<file path="config.mk">
export PLATFORM = sky130hd
export DESIGN_NAME = bus_word_receiver
export DESIGN_NICKNAME = d
export VERILOG_FILES = /design/src/rtl/bus_word_receiver.sv
export SDC_FILE = /design/constraint.sdc
export NUM_CORES = 1
export LEC_CHECK = 0
export CORE_MARGIN = 4
export CORE_UTILIZATION = 55
export DETAILED_ROUTE_END_ITERATION = 10
export PLACE_DENSITY = 0.74
export RECOVER_POWER = 100
export SLEW_MARGIN = 20
export SYNTH_ARGS = -nofsm -noshare
export SYNTH_HDL_FRONTEND = slang
export SYNTH_SLANG_ARGS = --single-unit
</file>
<file path="constraint.sdc">
create_clock -name clk -period 5.8 [get_ports clk]
set_input_delay 0.87 -clock clk [delete_from_list [all_inputs] [get_ports clk]]
set_output_delay 0.87 -clock clk [all_outputs]
set_load 0.02 [all_outputs]
</file>
<file path="src/rtl/bus_word_receiver.sv">
// ---------------------------------------------------------------------------
// bus_word_receiver
//
// Purpose:
//   Captures a stream of {addr, payload} bus words into a small register
//   file indexed by addr, tracks whether the source kept its expected
//   incrementing address order, counts accepted words and sequence errors,
//   and flags the end of each burst with a one-cycle frame_done pulse.
//   A registered read port returns a stored payload plus a "written since
//   the last clear" bit.
//
// Ports:
//   clk        in   single clock, all state changes on its rising edge
//   rst        in   asynchronous active-high reset
//   valid      in   data holds a word to capture this cycle (no backpressure)
//   data       in   {addr[ADDR_W-1:0], payload[PAYLOAD_W-1:0]}
//   clr        in   synchronous clear of written bits, counters and flags
//   rd_en      in   read request
//   rd_addr    in   read index
//   rd_data    out  registered read payload (held when rd_en=0)
//   rd_hit     out  registered written bit of the read entry
//   rd_ack     out  one-cycle strobe, high when rd_data/rd_hit are new
//   word_count out  accepted word count, saturating at 16'hFFFF
//   err_count  out  sequence error count, saturating at 8'hFF
//   seq_err    out  sticky sequence error flag
//   frame_done out  one-cycle pulse after each burst ends
//   busy       out  high while a burst is being received
// ---------------------------------------------------------------------------
module bus_word_receiver #(
  parameter int ADDR_W    = 4,
  parameter int PAYLOAD_W = 18
) (
  input  logic                        clk,
  input  logic                        rst,
  input  logic                        valid,
  input  logic [ADDR_W+PAYLOAD_W-1:0] data,
  input  logic                        clr,
  input  logic                        rd_en,
  input  logic [ADDR_W-1:0]           rd_addr,
  output logic [PAYLOAD_W-1:0]        rd_data,
  output logic                        rd_hit,
  output logic                        rd_ack,
  output logic [15:0]                 word_count,
  output logic [7:0]                  err_count,
  output logic                        seq_err,
  output logic                        frame_done,
  output logic                        busy
);

  localparam int DEPTH = 1 << ADDR_W;

  // The source always opens with addr=1, so that is where tracking restarts.
  localparam logic [ADDR_W-1:0] FIRST_ADDR = ADDR_W'(1);

  typedef enum logic [1:0] {
    IDLE,
    RECV,
    DONE
  } state_t;

  state_t state;
  state_t state_next;

  logic [ADDR_W-1:0]    word_addr;
  logic [PAYLOAD_W-1:0] word_payload;
  logic [ADDR_W-1:0]    addr_inc;
  logic [ADDR_W-1:0]    exp_addr;
  logic                 capture;
  logic                 addr_match;

  logic [PAYLOAD_W-1:0] mem [DEPTH];
  logic [DEPTH-1:0]     written;

  // Field split of the incoming word; addr occupies the top bits.
  assign word_addr    = data[ADDR_W+PAYLOAD_W-1 -: ADDR_W];
  assign word_payload = data[PAYLOAD_W-1:0];

  // Natural wrap of the ADDR_W-bit add gives the modulo-2^ADDR_W successor.
  assign addr_inc = word_addr + ADDR_W'(1);

  // clr wins over valid, so a word presented alongside clr is dropped.
  assign capture    = valid && !clr;
  assign addr_match = (word_addr == exp_addr);

  // State register for the burst tracker.
  always_ff @(posedge clk or posedge rst) begin
    if (rst) begin
      state <= IDLE;
    end else begin
      state <= state_next;
    end
  end

  // Burst tracker next state and outputs. DONE always lasts exactly one
  // cycle; a word arriving in DONE starts the next burst straight away while
  // frame_done for the previous burst is still shown.
  always_comb begin
    state_next = state;
    frame_done = 1'b0;
    busy       = 1'b0;
    case (state)
      IDLE: begin
        if (valid) begin
          state_next = RECV;
        end
      end
      RECV: begin
        busy = 1'b1;
        if (!valid) begin
          state_next = DONE;
        end
      end
      DONE: begin
        frame_done = 1'b1;
        state_next = valid ? RECV : IDLE;
      end
      default: begin
        state_next = IDLE;
      end
    endcase
    if (clr) begin
      state_next = IDLE;
    end
  end

  // Expected-address tracking, counters and the sticky error flag. An
  // out-of-order word is still stored; tracking simply resynchronises to it.
  always_ff @(posedge clk or posedge rst) begin
    if (rst) begin
      exp_addr   <= FIRST_ADDR;
      word_count <= 16'h0000;
      err_count  <= 8'h00;
      seq_err    <= 1'b0;
    end else if (clr) begin
      exp_addr   <= FIRST_ADDR;
      word_count <= 16'h0000;
      err_count  <= 8'h00;
      seq_err    <= 1'b0;
    end else if (capture) begin
      exp_addr <= addr_inc;
      if (word_count != 16'hFFFF) begin
        word_count <= word_count + 16'd1;
      end
      if (!addr_match) begin
        seq_err <= 1'b1;
        if (err_count != 8'hFF) begin
          err_count <= err_count + 8'd1;
        end
      end
    end
  end

  // Written bits are the only part of the store that reset and clr touch.
  always_ff @(posedge clk or posedge rst) begin
    if (rst) begin
      written <= '0;
    end else if (clr) begin
      written <= '0;
    end else if (capture) begin
      written[word_addr] <= 1'b1;
    end
  end

  // Payload storage has no reset; stale contents are masked by written.
  always_ff @(posedge clk) begin
    if (capture) begin
      mem[word_addr] <= word_payload;
    end
  end

  // Registered read port. Sampling mem/written before this edge's write
  // lands gives old-data behaviour on a same-index collision. A read that
  // coincides with clr still completes, but reports the entry as unwritten.
  always_ff @(posedge clk or posedge rst) begin
    if (rst) begin
      rd_data <= '0;
      rd_hit  <= 1'b0;
      rd_ack  <= 1'b0;
    end else begin
      rd_ack <= rd_en;
      if (rd_en) begin
        rd_data <= mem[rd_addr];
        rd_hit  <= clr ? 1'b0 : written[rd_addr];
      end
    end
  end

endmodule
</file>
==> metrics, run 1 <==
CTS buffer count 35; number of flops mapped to enable cells by yosys approximately 290; width of the die approximately 170 microns; gr ovfl total 0; vias in the first global route between 7000 and 8000; clock slew at reported path FFs around 0.060 ns; post-route cell area between 15000 and 20000 sq um; WP buf/inv 3; Final HPWL DP about 18 mm; post-route insts no fill approximately 1200; Placed Area around 15000 sq um; Total GRT Usage 0.215; post_cts resized 0; Post-CTS Repair Setup Buffers 0; Die Y-Extent around 170 microns; Adder-Cell Fraction of Synth Area 0.00537; Slew Limit Fails 95; initial antenna violation count 0; Via Count approximately 7500; Synth cell types 47; CTS tree done; Final ANT Viol Nets 0; sequential share of the synthesized area 0.739; Synth Area in Simple Gates 0.0393; setup ws final 1.36 ns; CP Data Arrival Time between 4 and 5 ns; clock root cell clkbuf_16; syn_area_per_cell 18.7 sq um; Final Hold Viols 0; endpoint class of the critical path flop; share of layout cells above drive strength 1 0.193; cell accounting for the most synthesized area edfxtp_1; Pleak 5.62 nW; YS warnings 0; violated checks max-capacitance violations, max-slew violations; pre-CTS WS approximately 1.9 ns; clk buf depth 3; PortBufs 77; syn_nets between 700 and 800; diode count 0; placed insts 1125; initial drt markers slightly above 900; Compound-Gate Fraction of Synth Area 0.0527; largest net degree at the start of global routing just under 70; critical path's top delay family buffers and inverters; outcome finished with violations; H-tree lvl count 2; Final setup viols 0; starting density of the core 0.557; crit-path max FO 33; peak supply drop around 0.0003 V; post-route clock period utilization 0.765; Gate Count Post-Synth between 700 and 800; Clock Latency Late Sink 0.50 ns; Worst Max-Slew Pin Slew between 1.5 and 2 ns; Post-synth top flop edfxtp_1; Worst Path Required a little over 6 ns; Yosys top cell area share 0.619; post-synthesis async set-or-reset flop share 0.189; first-pass GRT wire length 46.5 mm; crit path cell chain dlygate4sd3_1 > clkbuf_1 > inv_1 > and3_1 > a2111oi_0 > xnor2_1 > nor2_1; RSZ-0062 raised after global routing false; vias per std cell approximately 6.3; multiplexer share of the synthesized area 0.137; pwr/cell area 339 nW/um^2; largest family of logic cells by synthesized area multiplexers; Worst R2R Start word_count[0]; wire per inst around 25 microns; #FFs+latches synth between 300 and 400; CTS sink count around 360; CP Launch Point clr; clk_skew around 0.018 ns; routability congestion estimate around 0.8; Rows 58; HP Start written[15]; drt pass-1 iters 6; IO Count between 70 and 80; max_cap viols 3; slowest stage delay, CP between 1 and 1.5 ns; worst min path class flop to flop; nets 869; die area roughly 28000 sq um; top post-synthesis cells by area edfxtp_1, mux4_2, dfrtp_1, o22ai_1, mux2_2; Synth Area in XOR/XNOR 0.00940; Critical Path Slowest Stage Cell clkbuf_1; Mapped Area 14000 sq um; WS Path Type input pin to flop; min Tclk post-route ~4.4 ns; top post-synthesis cells by count edfxtp_1, mux4_2, dfrtp_1, o22ai_1, nor2_1; top-count cell post-synth edfxtp_1; setup_tns 0 ns; Core ar. 25100 sq um; Max Clk Rate between 200 and 250 MHz; post-cts hold buffer count 0; Startpoint Class input pin; area delta synth->final 16.3%; final WL approximately 30 mm; DRC violations left 0; Worst slew margin -0.304; Design Power around 5.5 mW
logic make-up (layout without fill, tap and decap cells):
| group | count (synthesis) | after routing |
|---|---|---|
| adders and majority gates | 6 | 6 |
| DFF | 355 | 355 |
| AOI/OAI and AO/OA | 114 | 114 |
| muxes | 96 | 96 |
| buffers and inverters | 58 | 167 |
| xor gates and xnor gates | 15 | 15 |
| and+or+nand+nor | 105 | 105 |
metal layers:
metal	wire, microns	track usage	part of all wire	vias to the layer above
met1	12000	0.305	0.40	3868
met4	671	0.0558	0.023	0
met3	2230	0.0434	0.075	55
met2	14800	0.350	0.50	337
li1	-	-	-	3207
met5	0	0	0	-
through the flow:
step / util / hold WS, ns
after floorplan: - / 0.430
after global placement: 0.600 / 0.454
after detailed placement: 0.600 / 0.469
after CTS: 0.648 / 0.482
after global routing: 0.647 / 0.494
final: 0.647 / 0.487
where the power goes:
group | leakage (nW) | switching, mW | total, mW | internal (mW)
clock network | 0.586 | 0.910 | 2.35 | 1.44
registers | 3.46 | 0.0242 | 2.83 | 2.81
logic | 1.58 | 0.197 | 0.332 | 0.135
sequential cells by signal, indices dropped and copies added, names as in the netlist:
register	flops
mem	288
word_count	16
seq_err	1
state	2
rd_ack	1
rd_data	18
exp_addr	4
written	16
err_count	8
rd_hit	1
cells in the final DEF, fill, tap and decap left out, drive strengths merged, types with 6 or more instances in the layout:
| cell type | synthesis | layout |
|---|---|---|
| clkdlybuf4s50 | 0 | 6 |
| nor2 | 31 | 31 |
| nand4 | 8 | 8 |
| a21o | 12 | 12 |
| clkbuf | 16 | 53 |
| clkinv | 0 | 10 |
| mux2 | 19 | 19 |
| buf | 25 | 7 |
| ha | 6 | 6 |
| o22ai | 42 | 42 |
| xnor2 | 10 | 10 |
| nand2 | 23 | 23 |
| mux4 | 74 | 74 |
| inv | 17 | 16 |
| dlygate4sd3 | 0 | 68 |
| edfxtp | 288 | 288 |
| a21oi | 29 | 29 |
| dfrtp | 66 | 66 |
| and3 | 12 | 12 |
cell type report:
cell class | count | area (sq um)
clock buffer | 47 | 1000
clock inverter | 16 | 204
sequential | 355 | 10300
tap | 330 | 413
multi-input combinational | 336 | 3430
fill | 1707 | 8860
timing repair buffer | 87 | 813
inverter | 17 | 63.8
worst reg2reg max path, stage by stage, from the launching register on:
cell and delay, ns:
dfrtp_1 0.45, ha_1 0.25, nand2_1 0.11, nor4_2 0.66
a2111oi_0 0.30, xnor2_1 0.21, nor2_1 0.05
path summary, 6_finish.rpt:
kind	to	slack, ns	depth (start not counted)
worst max-delay path	word_count[5]	1.36	7
worst min-delay path	written[15]	0.49	1
worst max register to register	word_count[5]	3.59	6
worst min register to register	written[15]	0.49	1
max in group asynchronous	rd_data[7]	4.10	3
min in group asynchronous	word_count[11]	1.08	3
(Power assumes the default switching activity.)
==> run 2: changes to the inputs <==
--- a/config.mk
+++ b/config.mk
@@ -6,9 +6,9 @@
 export NUM_CORES = 1
 export LEC_CHECK = 0
 export CORE_MARGIN = 4
-export CORE_UTILIZATION = 55
+export CORE_UTILIZATION = 54
 export DETAILED_ROUTE_END_ITERATION = 10
-export PLACE_DENSITY = 0.74
+export PLACE_DENSITY = 0.76
 export RECOVER_POWER = 100
 export SLEW_MARGIN = 20
 export SYNTH_ARGS = -nofsm -noshare
==> constraint.sdc (replaced) <==
create_clock -name clk -period 3.6 [get_ports clk]
set_input_delay 0.54 -clock clk [delete_from_list [all_inputs] [get_ports clk]]
set_output_delay 0.54 -clock clk [all_outputs]
set_load 0.02 [all_outputs]
==> run 2 against run 1 <==
Net effect:
- the run now ends clean
- die area rose by 1.8%
- utilization hardly changed
- combinational power up 60%
- sequential power is 61% higher
- non-clock buffer count grew 18
- cell count grew 1.8%
- via count is 2.7% higher
- total power up 61%
- wire length grew 2.2%
- sequential share of layout area shrank 0.55 points
- clock skew is 0.0041 ns higher
- clock power increased by 60%
- largest cell class unchanged
==> metrics, run 2 (synthesized netlist as in run 1, its figures left out) <==
starting density of the core 0.552 (was 0.557); clk buf depth 3 (unchanged); setup ws final 1.02 ns (was 1.36 ns); CTS sink count 355 (unchanged); vias in the first global route 7990 (was 7897); largest net degree at the start of global routing 45 (was 68); Max Clk Rate 387 MHz; critical path's top delay family buffers and inverters (unchanged); Top reg by flops mem (unchanged); Net Sw Frac 0.206 (was 0.205); IO Count 78 (unchanged); number of flip-flops in the largest register 288 (unchanged); RSZ-0062 raised after global routing false (unchanged); Clk network pwr share 0.425 (was 0.426); Post-CTS Repair Setup Buffers 0 (unchanged); Worst Max-Slew Pin Slew 1.21 ns (was 1.96 ns); gr ovfl total 0 (unchanged); CP most frequent cell nor2_1; Rows 58 (unchanged); die area 28500 sq um (was 28000 sq um); max_cap viols 0 (was 3); vias per std cell 6.34 (was 6.29); Final setup viols 0 (unchanged); Worst Path Required 3.99 ns (was 6.12 ns); Worst slew margin 0.191 (was -0.304); Total GRT Usage 0.220 (was 0.215); Final ANT Viol Nets 0 (unchanged); share of layout cells above drive strength 1 0.208 (was 0.193); worst min path class flop to flop (unchanged); area delta synth->final 17.3% (was 16.3%); combinational share of power 0.060 (about the same); Via Count 7668 (was 7467); Startpoint Class input pin (unchanged); crit path cell chain dlygate4sd3_1 > clkbuf_1 > nor2_1 > or3_1 > a211oi_1 > xnor2_1 > nor2_1 (was dlygate4sd3_1 > clkbuf_1 > inv_1 > and3_1 > a2111oi_0 > xnor2_1 > nor2_1); net switching power 1.83 mW (was 1.13 mW); diode count 0 (unchanged); Final Hold Viols 0 (unchanged); post_cts resized 0 (unchanged); Core ar. 25300 sq um (was 25100 sq um); wire per inst 25.1 microns (was 25.0 microns); biggest regs mem (288), rd_data (18) (unchanged); initial antenna violation count 0 (unchanged); Critical Path Slowest Stage Cell dlygate4sd3_1 (was clkbuf_1); outcome finished clean (was finished with violations); CP Data Arrival Time 2.97 ns (was 4.75 ns); endpoint class of the critical path flop (unchanged); Final Util 0.647 (about the same); min Tclk post-route 2.58 ns; crit-path max FO 13 (was 33); Filler Cell Count 1618 (was 1707); width of the die 169 microns (was 167 microns); FF/Latch Area 10300 sq um (unchanged); most frequent cells in the layout edfxtp_1, mux4_2, dlygate4sd3_1 (unchanged); area occupied by multi-input gates 3410 sq um (was 3430 sq um); nets 888 (was 869); clock root cell clkbuf_16 (unchanged); WS Path Type input pin to flop (unchanged); post-cts hold buffer count 0 (unchanged); Slew Limit Fails 0 (was 95); first-pass GRT wire length 47.9 mm (was 46.5 mm); H-tree lvl count 2 (unchanged); peak supply drop 0.000302 V (was 0.000291 V); initial drt markers 780 (was 914); DRC violations left 0 (unchanged); Die Y-Extent 169 microns (was 167 microns); pwr/cell area 541 nW/um^2 (was 339 nW/um^2); commonest non-fill, non-tap cell in the layout edfxtp_1 (unchanged); routability congestion estimate 0.852 (was 0.818); Final HPWL DP 17.2 mm (was 18.2 mm); WP buf/inv 2 (was 3); FF-to-FF setup slack 1.17 ns (was 3.59 ns); clock slew at reported path FFs 0.06 ns (about the same); pre-CTS WS 0.825 ns (was 1.92 ns); clk_skew 0.0226 ns (was 0.0185 ns); drt pass-1 iters 7 (was 6); slowest stage delay, CP 0.73 ns (was 1.18 ns); post-route clock period utilization 0.717; CTS buffer count 36 (was 35); Int Pwr 7.04 mW (was 4.38 mW); Pleak 5.73 nW (was 5.62 nW); register share of total power 0.515 (was 0.514); Clock Latency Late Sink 0.53 ns (was 0.50 ns); CTS tree done (unchanged); PortBufs 77 (unchanged); final WL 30.4 mm (was 29.8 mm); setup_tns 0 ns (unchanged)
==> run 2: cell types whose count changed in the layout (fill, tap and decap cells not counted), sizes merged <==
cell	change
dlygate4sd3	+1
clkinv	-7
buf	+20
clkbuf	+5
clkdlybuf4s50	-1
inv	+3
==> run 2: cell type report <==
| class | instances | share of cell area |
|---|---|---|
| tap | 330 | 0.0252 |
| clock buffer | 54 | 0.0610 |
| timing repair buffer | 105 | 0.0600 |
| multi-input combinational | 336 | 0.208 |
| sequential | 355 | 0.630 |
| clock inverter | 12 | 0.0118 |
| inverter | 17 | 0.00389 |
==> run 2: final timing paths <==
kind	from	end	depth (start not counted)
max	valid	word_count[10]	7
min	state[1]	state[0]	1
max reg2reg	word_count[0]	word_count[5]	6
min reg2reg	state[1]	state[0]	1
max in group asynchronous	rst	err_count[6]	3
min in group asynchronous	rst	rd_data[11]	2
==> run 2: power groups by stage <==
stage	Clock [mW]	Combinational, mW	Sequential, mW
floorplan	0	0.275	4.68
global placement	0	0.532	4.65
detailed placement	0	0.547	4.65
CTS	3.83	0.554	4.57
global route	4.03	0.575	4.57
finish	3.76	0.532	4.57
==> run 2: per-layer routing <==
| layer | up-vias | track usage | wire, microns |
|---|---|---|---|
| met1 | 3937 | 0.319 | 12100 |
| li1 | 3244 | - | - |
| met4 | 0 | 0.0586 | 750 |
| met3 | 58 | 0.0388 | 2830 |
| met2 | 429 | 0.351 | 14800 |
| met5 | - | 0 | 0 |
==> run 2: stage by stage <==
stage | hold slack, ns | instance area (sq um) | std cells | total power [mW]
2_1_floorplan | 0.430 | 14000 | 749 | 4.96
3_3_place_gp | 0.452 | 15200 | 1143 | 5.18
3_5_place_dp | 0.463 | 15200 | 1143 | 5.20
4_1_cts | 0.383 | 16400 | 1209 | 8.95
5_1_grt | 0.492 | 16400 | 1209 | 9.18
6_report | 0.468 | 16400 | 1209 | 8.87
